===== config.mk =====
export PLATFORM = sky130hd
export DESIGN_NAME = snoop_responder
export DESIGN_NICKNAME = d
export VERILOG_FILES = /design/src/rtl/snoop_responder.sv
export SDC_FILE = /design/constraint.sdc
export NUM_CORES = 1
export LEC_CHECK = 0
export CAP_MARGIN = 10
export CORE_MARGIN = 4
export CORE_UTILIZATION = 38
export DETAILED_ROUTE_END_ITERATION = 8
export PLACE_DENSITY = 0.8
export SLEW_MARGIN = 40
export SYNTH_ARGS = -nofsm -noshare
export SYNTH_HDL_FRONTEND = slang
export SYNTH_SLANG_ARGS = --single-unit

===== constraint.sdc =====
create_clock -name clk -period 1.92 [get_ports clk]
set_input_delay 0.192 -clock clk [delete_from_list [all_inputs] [get_ports clk]]
set_output_delay 0.192 -clock clk [all_outputs]
set_load 0.02 [all_outputs]

===== src/rtl/snoop_responder.sv =====
// Snoop responder: looks up the local tag/MESI array for a bus snoop, updates MESI,
// pushes a writeback on HITM and returns NOHIT/HIT/HITM. SNOOP_STATS_EN adds result counters.
module snoop_responder #(
  parameter int ADDR_W   = 32,
  parameter int OFFSET_W = 6,
  parameter int INDEX_W  = 14,
  parameter int WAY_W    = 3
) (
  input  logic                          clk,
  input  logic                          rst,
  input  logic                          snoop_valid,
  output logic                          snoop_ready,
  input  logic [2:0]                    snoop_op,
  input  logic [ADDR_W-1:0]             snoop_addr,
  output logic                          lkp_req,
  output logic [INDEX_W-1:0]            lkp_index,
  output logic [ADDR_W-INDEX_W-OFFSET_W-1:0] lkp_tag,
  input  logic                          lkp_hit,
  input  logic [WAY_W-1:0]              lkp_way,
  input  logic [1:0]                    lkp_mesi,
  output logic                          upd_en,
  output logic [WAY_W-1:0]              upd_way,
  output logic [1:0]                    upd_mesi,
  output logic                          wb_valid,
  input  logic                          wb_ready,
  output logic [ADDR_W-1:0]             wb_addr,
  output logic [WAY_W-1:0]              wb_way,
  output logic                          resp_valid,
  output logic [1:0]                    snoop_result,
  output logic                          proto_err
`ifdef SNOOP_STATS_EN
  ,
  input  logic                          clr_stats,
  output logic [15:0]                   cnt_hit,
  output logic [15:0]                   cnt_hitm,
  output logic [15:0]                   cnt_nohit
`endif
);

  localparam int TAG_W = ADDR_W - INDEX_W - OFFSET_W;

  localparam logic [2:0] OP_READ  = 3'd1;
  localparam logic [2:0] OP_WRITE = 3'd2;
  localparam logic [2:0] OP_INV   = 3'd3;
  localparam logic [2:0] OP_RWIM  = 3'd4;

  localparam logic [1:0] MESI_I = 2'd0;
  localparam logic [1:0] MESI_S = 2'd1;
  localparam logic [1:0] MESI_M = 2'd3;

  typedef enum logic [2:0] {IDLE, REQ, EVAL, WB, RESP} state_t;
  typedef enum logic [1:0] {RES_NOHIT = 2'd0, RES_HIT = 2'd1, RES_HITM = 2'd2} result_t;

  state_t              state, next_state;
  logic [2:0]          op_q;
  logic [ADDR_W-1:0]   addr_q;
  result_t             res_q;
  logic [WAY_W-1:0]    wb_way_q;

  logic [1:0]          mesi_eff;
  logic [1:0]          dec_mesi;
  result_t             dec_result;
  logic                dec_err;
  logic                state_change;
  logic                unused_offset;

  // The offset bits of the latched address never reach any output.
  assign unused_offset = ^addr_q[OFFSET_W-1:0];

  // NOTE: sequential state uses non-blocking assignments so every register samples pre-edge values.
  always_ff @(posedge clk or posedge rst) begin
    if (rst) begin
      state    <= IDLE;
      op_q     <= '0;
      addr_q   <= '0;
      res_q    <= RES_NOHIT;
      wb_way_q <= '0;
    end else begin
      state <= next_state;
      if (state == IDLE && snoop_valid) begin
        op_q   <= snoop_op;
        addr_q <= snoop_addr;
      end
      if (state == EVAL) begin
        res_q    <= dec_result;
        wb_way_q <= lkp_way;
      end
    end
  end

  // Decision table; a lookup miss behaves exactly like a line in I.
  // NOTE: every always_comb output gets a default first so no latch is inferred.
  always_comb begin
    mesi_eff   = lkp_hit ? lkp_mesi : MESI_I;
    dec_mesi   = mesi_eff;
    dec_result = RES_NOHIT;
    dec_err    = 1'b0;
    case (op_q)
      OP_READ: begin
        if (mesi_eff == MESI_M) begin
          dec_result = RES_HITM;
          dec_mesi   = MESI_S;
        end else if (mesi_eff != MESI_I) begin
          dec_result = RES_HIT;
          dec_mesi   = MESI_S;
        end
      end
      OP_RWIM: begin
        if (mesi_eff == MESI_M) begin
          dec_result = RES_HITM;
          dec_mesi   = MESI_I;
        end else if (mesi_eff != MESI_I) begin
          dec_result = RES_HIT;
          dec_mesi   = MESI_I;
        end
      end
      OP_INV: begin
        if (mesi_eff == MESI_S) begin
          dec_result = RES_HIT;
          dec_mesi   = MESI_I;
        end else if (mesi_eff != MESI_I) begin
          dec_err = 1'b1;
        end
      end
      OP_WRITE: ;
      default: dec_err = 1'b1;
    endcase
    state_change = (dec_mesi != mesi_eff);
  end

  always_comb begin
    next_state = state;
    case (state)
      IDLE: if (snoop_valid) next_state = REQ;
      REQ:  next_state = EVAL;
      EVAL: next_state = (dec_result == RES_HITM) ? WB : RESP;
      WB:   if (wb_ready) next_state = RESP;
      RESP: next_state = IDLE;
      default: next_state = IDLE;
    endcase
  end

  assign lkp_index = addr_q[OFFSET_W +: INDEX_W];
  assign lkp_tag   = addr_q[ADDR_W-1 -: TAG_W];

  always_comb begin
    snoop_ready  = 1'b0;
    lkp_req      = 1'b0;
    upd_en       = 1'b0;
    upd_way      = '0;
    upd_mesi     = '0;
    wb_valid     = 1'b0;
    wb_addr      = '0;
    wb_way       = '0;
    resp_valid   = 1'b0;
    snoop_result = RES_NOHIT;
    proto_err    = 1'b0;
    case (state)
      IDLE: snoop_ready = 1'b1;
      REQ:  lkp_req = 1'b1;
      EVAL: begin
        upd_en    = state_change;
        upd_way   = state_change ? lkp_way : '0;
        upd_mesi  = state_change ? dec_mesi : '0;
        proto_err = dec_err;
      end
      WB: begin
        wb_valid = 1'b1;
        wb_addr  = {addr_q[ADDR_W-1:OFFSET_W], {OFFSET_W{1'b0}}};
        wb_way   = wb_way_q;
      end
      RESP: begin
        resp_valid   = 1'b1;
        snoop_result = res_q;
      end
      default: ;
    endcase
  end

`ifdef SNOOP_STATS_EN
  // Saturating result counters; a clear in the same cycle beats an increment.
  always_ff @(posedge clk or posedge rst) begin
    if (rst) begin
      cnt_hit   <= '0;
      cnt_hitm  <= '0;
      cnt_nohit <= '0;
    end else if (clr_stats) begin
      cnt_hit   <= '0;
      cnt_hitm  <= '0;
      cnt_nohit <= '0;
    end else if (state == RESP) begin
      if (res_q == RES_HIT && cnt_hit != 16'hFFFF)     cnt_hit   <= cnt_hit + 16'd1;
      if (res_q == RES_HITM && cnt_hitm != 16'hFFFF)   cnt_hitm  <= cnt_hitm + 16'd1;
      if (res_q == RES_NOHIT && cnt_nohit != 16'hFFFF) cnt_nohit <= cnt_nohit + 16'd1;
    end
  end
`endif

endmodule


======== After elaboration in Yosys (flattened, before gate mapping) ========
Cells that the tools add are included.
word-level totals
  logic and storage cells ................. 56
  output and inout bits ................... 74
  bits in registers ....................... 43
cells by class
  eq/ne operators ......................... 14
  multiplexer cells ....................... 31
  reduce and logical (&&, ||, !) cells .... 6
operators by type and width
  operator            count
  $mux 32             1
  $mux 2              10
  $mux 3              6
  $eq 3x2->1 const B  4
  $pmux 3 s4          1
  $mux 1              10
  $eq 3x1->1 const B  2
  $eq 3x3->1 const B  2
  $pmux 2 s3          1
  $eq 2x2->1 const B  2
  $ne 2x2->1 const B  2
  $pmux 2 s2          1
  $logic_not 3->1     1
  $reduce_or 3->1     1
  $eq 2x1->1 const B  1
  $ne 2x2->1          1
  $pmux 1 s2          1
  $reduce_and 2->1    1
  $reduce_bool 2->1   1
  $reduce_or 2->1     1
  $logic_and 1x1->1   1

======== Depth between registers and ports, before layout ========
  word-level depth ........................ 8
  depth in mapped cells ................... 7

======== Worst setup path before layout ========
Ideal clock, no wire load.
  path kind ............................... register to output
  start point ............................. reg state[0]
  end point ............................... out upd_mesi[0]
  path buffers ............................ 0
  slack ................................... 272 ps
  arrival ................................. 1456 ps
  cell stages (with the launch flop) ...... 4
  data required time ...................... 1728 ps
  path through ............................ dfrtp_1 -> nor3b_2 -> nand2_1 -> nor4b_2
on the way
  word-level cells in the longest chain between the ends .. 2
ends and longest elaborated chain
  what                    RTL line  text
  from (decl)             54        state_t state, next_state;
  from (signal assigned)  79        state <= next_state;
  $eq 3x2->1              158       case (state)
  $mux 2                  158
  to (decl)               23        output logic [1:0] upd_mesi,
Every way passes these cells.

======== Worst setup path in the final report ========
  start point ............................. reg op_q[0]
  end point ............................... out upd_way[0]
on the way
  word-level cells in the longest chain between the ends .. 5
  elaborated cells between the ends (all ways) .. 7
  classes of those cells .................. eq/ne: 4; mux: 3
ends and longest elaborated chain
  what                                RTL line  text
  from (decl)                         55        logic [2:0] op_q;
  from (signal assigned)              81        op_q <= snoop_op;
  $eq 3x2->1 (tied with other cells)  98        case (op_q)
  $pmux 2 s3 *                        98
  $ne 2x2->1 *                        128       state_change = (dec_mesi != mesi_eff);
  $mux 3 *                            163       upd_way = state_change ? lkp_way : '0;
  $mux 3 *                            158
  to (decl)                           22        output logic [WAY_W-1:0] upd_way,
Mark *: on every way between the ends. The rest lies on a longest branch, timed or not.

==> impl_metrics.json <==
{
  "status": "completed",
  "cts_tree": "done",
  "wl_per_cell_microns": 14.0,
  "yosys.area_share.simple_pct": 20.8,
  "p_leak_nw": 1.59,
  "drive_gt1_share_pct": 27.0,
  "finalWorstSetupSlack_ns": 0.0586,
  "drc_errors": 0,
  "ys_ff_latch": 37,
  "synth_area_leaders": "dfrtp_1 (45%), mux2_4 (20%), and2_1 (9.4%), nand2_1 (3.5%), buf_12 (2.9%)",
  "drt-initial-drc-count": 58,
  "avgSynthCellArea_sq_um": 11.6,
  "postPlaceCellArea_sq_mm": 0.00325,
  "hpwl_mm": 4.05,
  "cts_sinks": 37,
  "numCtsBuffers": 5,
  "pin_count": 119,
  "synthXorXnorAreaFrac_pct": 0.426,
  "fin_cells": 374,
  "rows": 26,
  "synth_cell_types": 34,
  "num_vias": 1714,
  "portBuffers": 105,
  "start_util_pct": 39.8,
  "clk_pin_slew_ns": 0.07,
  "ant_nets": 0,
  "grt_first_pass_wirelength_mm": 7.94,
  "cts_buffer_depth": 2,
  "synth_area_leader_cell": "dfrtp_1",
  "htreeDepth": 2,
  "placed_cells": 365,
  "hp-class": "primary input to asynchronous set/reset pin",
  "grt_pass1_vias": 1564,
  "drv_slew": 0,
  "fin_tns_setup_ns": 0,
  "place_congestion": 0.862,
  "synth_edf_count": 0,
  "worst-path-max-fanout": 4,
  "clk_latency_ns": 0.28,
  "synth_top_area_share_pct": 45.0,
  "async_flop_share_pct": 100,
  "dieArea_sq_mm": 0.00665,
  "skew_ns": 0.00537,
  "finalSetupViolations": 0,
  "design_area_sq_mm": 0.00339,
  "r2r-start": "state[1]$_DFFE_PP0P_",
  "synth_cells": 178,
  "avgViaCountPerCell": 4.58,
  "grt_overflow_total": 0,
  "final_hold_viol_count": 0,
  "final_net_count": 348,
  "syn_area_sq_mm": 0.00206,
  "critPathLaunch": "op_q[0]$_DFFE_PP0P_",
  "clock.fmax_mhz": 537,
  "holdWs_ns": 0.318,
  "die_h_microns": 81.6,
  "yosys_warnings": 0,
  "synthMuxAreaShare_pct": 20.3,
  "ys_seq_area_share_pct": 45.0,
  "n_antenna_cell": 0,
  "cp.arrival_ns": 1.67,
  "antenna_found_initial": 0,
  "area_growth_pct": 64.6,
  "wirelength_mm": 5.23,
  "critPathCaptureType": "output port",
  "grt_use_total_pct": 15.6,
  "maxCapViolCount": 0,
  "grt_max_degree": 38,
  "root_buffer": "clkbuf_8",
  "synth_compound_gate_area_share_pct": 4.56,
  "power.density_mw_per_mm2": 1550,
  "core_sq_mm": 0.00517,
  "min_period_over_period_pct": 96.9,
  "critical_path_class": "flop to output port",
  "place_ws_ns": -0.298,
  "worstSetupStartpointType": "flop",
  "synth_top_family_by_area": "simple AND/OR/NAND/NOR gates",
  "period_minus_slack_ns": 1.86,
  "die_x_microns": 81.6,
  "synth_ff_type": "dfrtp_1",
  "firstDrtPassIters": 4,
  "cp.required_ns": 1.73,
  "peakVddDrop_mv": 0.868,
  "synth_adder_area_share_pct": 0
}
-- critical path: stages (launching register included) --
cell and delay [ns]:
dfrtp_2 0.44, xnor2_2 0.21, a2bb2oi_2 0.18, o22ai_2 0.08, buf_4 0.15, and4_1 0.20, buf_6 0.13
-- final cells by class --
cell class	count	area, sq um
fillers	407	1790
repair buffers	130	1230
multi-input cells	124	1020
flip-flops and latches	37	928
clock buffers	7	96.3
well taps	70	87.6
inverters	5	18.8
clock inverters	1	5.00
-- power by group --
group / switching, W / internal [W] / leakage [nW]
logic: 0.00141 / 0.00176 / 1.09
clock network: 0.000260 / 0.000324 / 0.0542
registers: 0.000311 / 0.00118 / 0.442
-- Yosys cell counts, types with 2 or more instances --
master / number
nor2b_1: 3
inv_1: 5
o21ai_0: 3
and4_1: 3
mux2_4: 27
nor3_1: 3
nand3_1: 3
buf_6: 2
nor2_1: 6
and2_1: 31
buf_4: 7
a21oi_1: 3
buf_12: 3
dfrtp_1: 37
buf_2: 3
nand2_1: 19
clkbuf_1: 3
-- per-layer routing --
metal | routed length [microns] | global-route usage [%] | share of wire, %
met1 | 2220 | 20.4 | 43
met2 | 2400 | 25.0 | 46
met3 | 515 | 3.84 | 9.9
met4 | 87 | 5.98 | 1.7
met5 | 0 | 0 | 0
-- cells in the final DEF, fill, tap and decap left out, types with 3 or more instances in the layout --
cell type         n
clkdlybuf4s50_1  64
dfrtp_1          35
and2_1           31
mux2_4           27
clkdlybuf4s15_1  25
buf_4            23
nand2_1          19
dlygate4sd2_1     8
conb_1            7
clkbuf_8          7
inv_1             5
nor2_1            5
buf_6             4
nand3_1           3
o21ai_0           3
and4_1            3
a21oi_1           3
-- cells by family (layout without fill, tap and decap cells) --
group / after synthesis / count (layout)
other: 1 / 7
AOI/OAI and AO/OA: 14 / 14
buffers and inverters: 23 / 143
muxes: 28 / 28
DFF: 37 / 37
xor gates and xnor gates: 1 / 1
and+or+nand+nor: 74 / 74
-- flip-flops by register name (all words and copies together), names as in the netlist --
| register | flops |
|---|---|
| res_q | 2 |
| state | 3 |
| wb_way_q | 3 |
| op_q | 3 |
| addr_q | 26 |
-- metrics by stage --
| stage | power, W | util [%] |
|---|---|---|
| after floorplan | 0.00338 | - |
| after global placement | 0.00456 | 62.8 |
| after detailed placement | 0.00464 | 62.8 |
| final | 0.00524 | 65.5 |
| after global routing | 0.00558 | 65.5 |
| after CTS | 0.00526 | 64.4 |
-- worst paths after layout --
kind / to / slack (ns) / depth (start not counted)
max: upd_way[0] / 0.06 / 6
max in group asynchronous: op_q[2]$_DFFE_PP0P_ / 1.25 / 3
max reg2reg: addr_q[6]$_DFFE_PP0P_ / 0.24 / 5
min in group clk: op_q[1]$_DFFE_PP0P_ / 0.47 / 3
min: addr_q[17]$_DFFE_PP0P_ / 0.32 / 3
min reg2reg: wb_way_q[0]$_DFFE_PP0P_ / 0.47 / 2
-- repair_timing --
action,in CTS,in global routing
hold buffers,0,0
setup endpoints to repair,40,36
resized for setup,63,42
setup buffers,1,0
pin swaps,2,7
No activity file was read; power rests on OpenSTA's default activity.
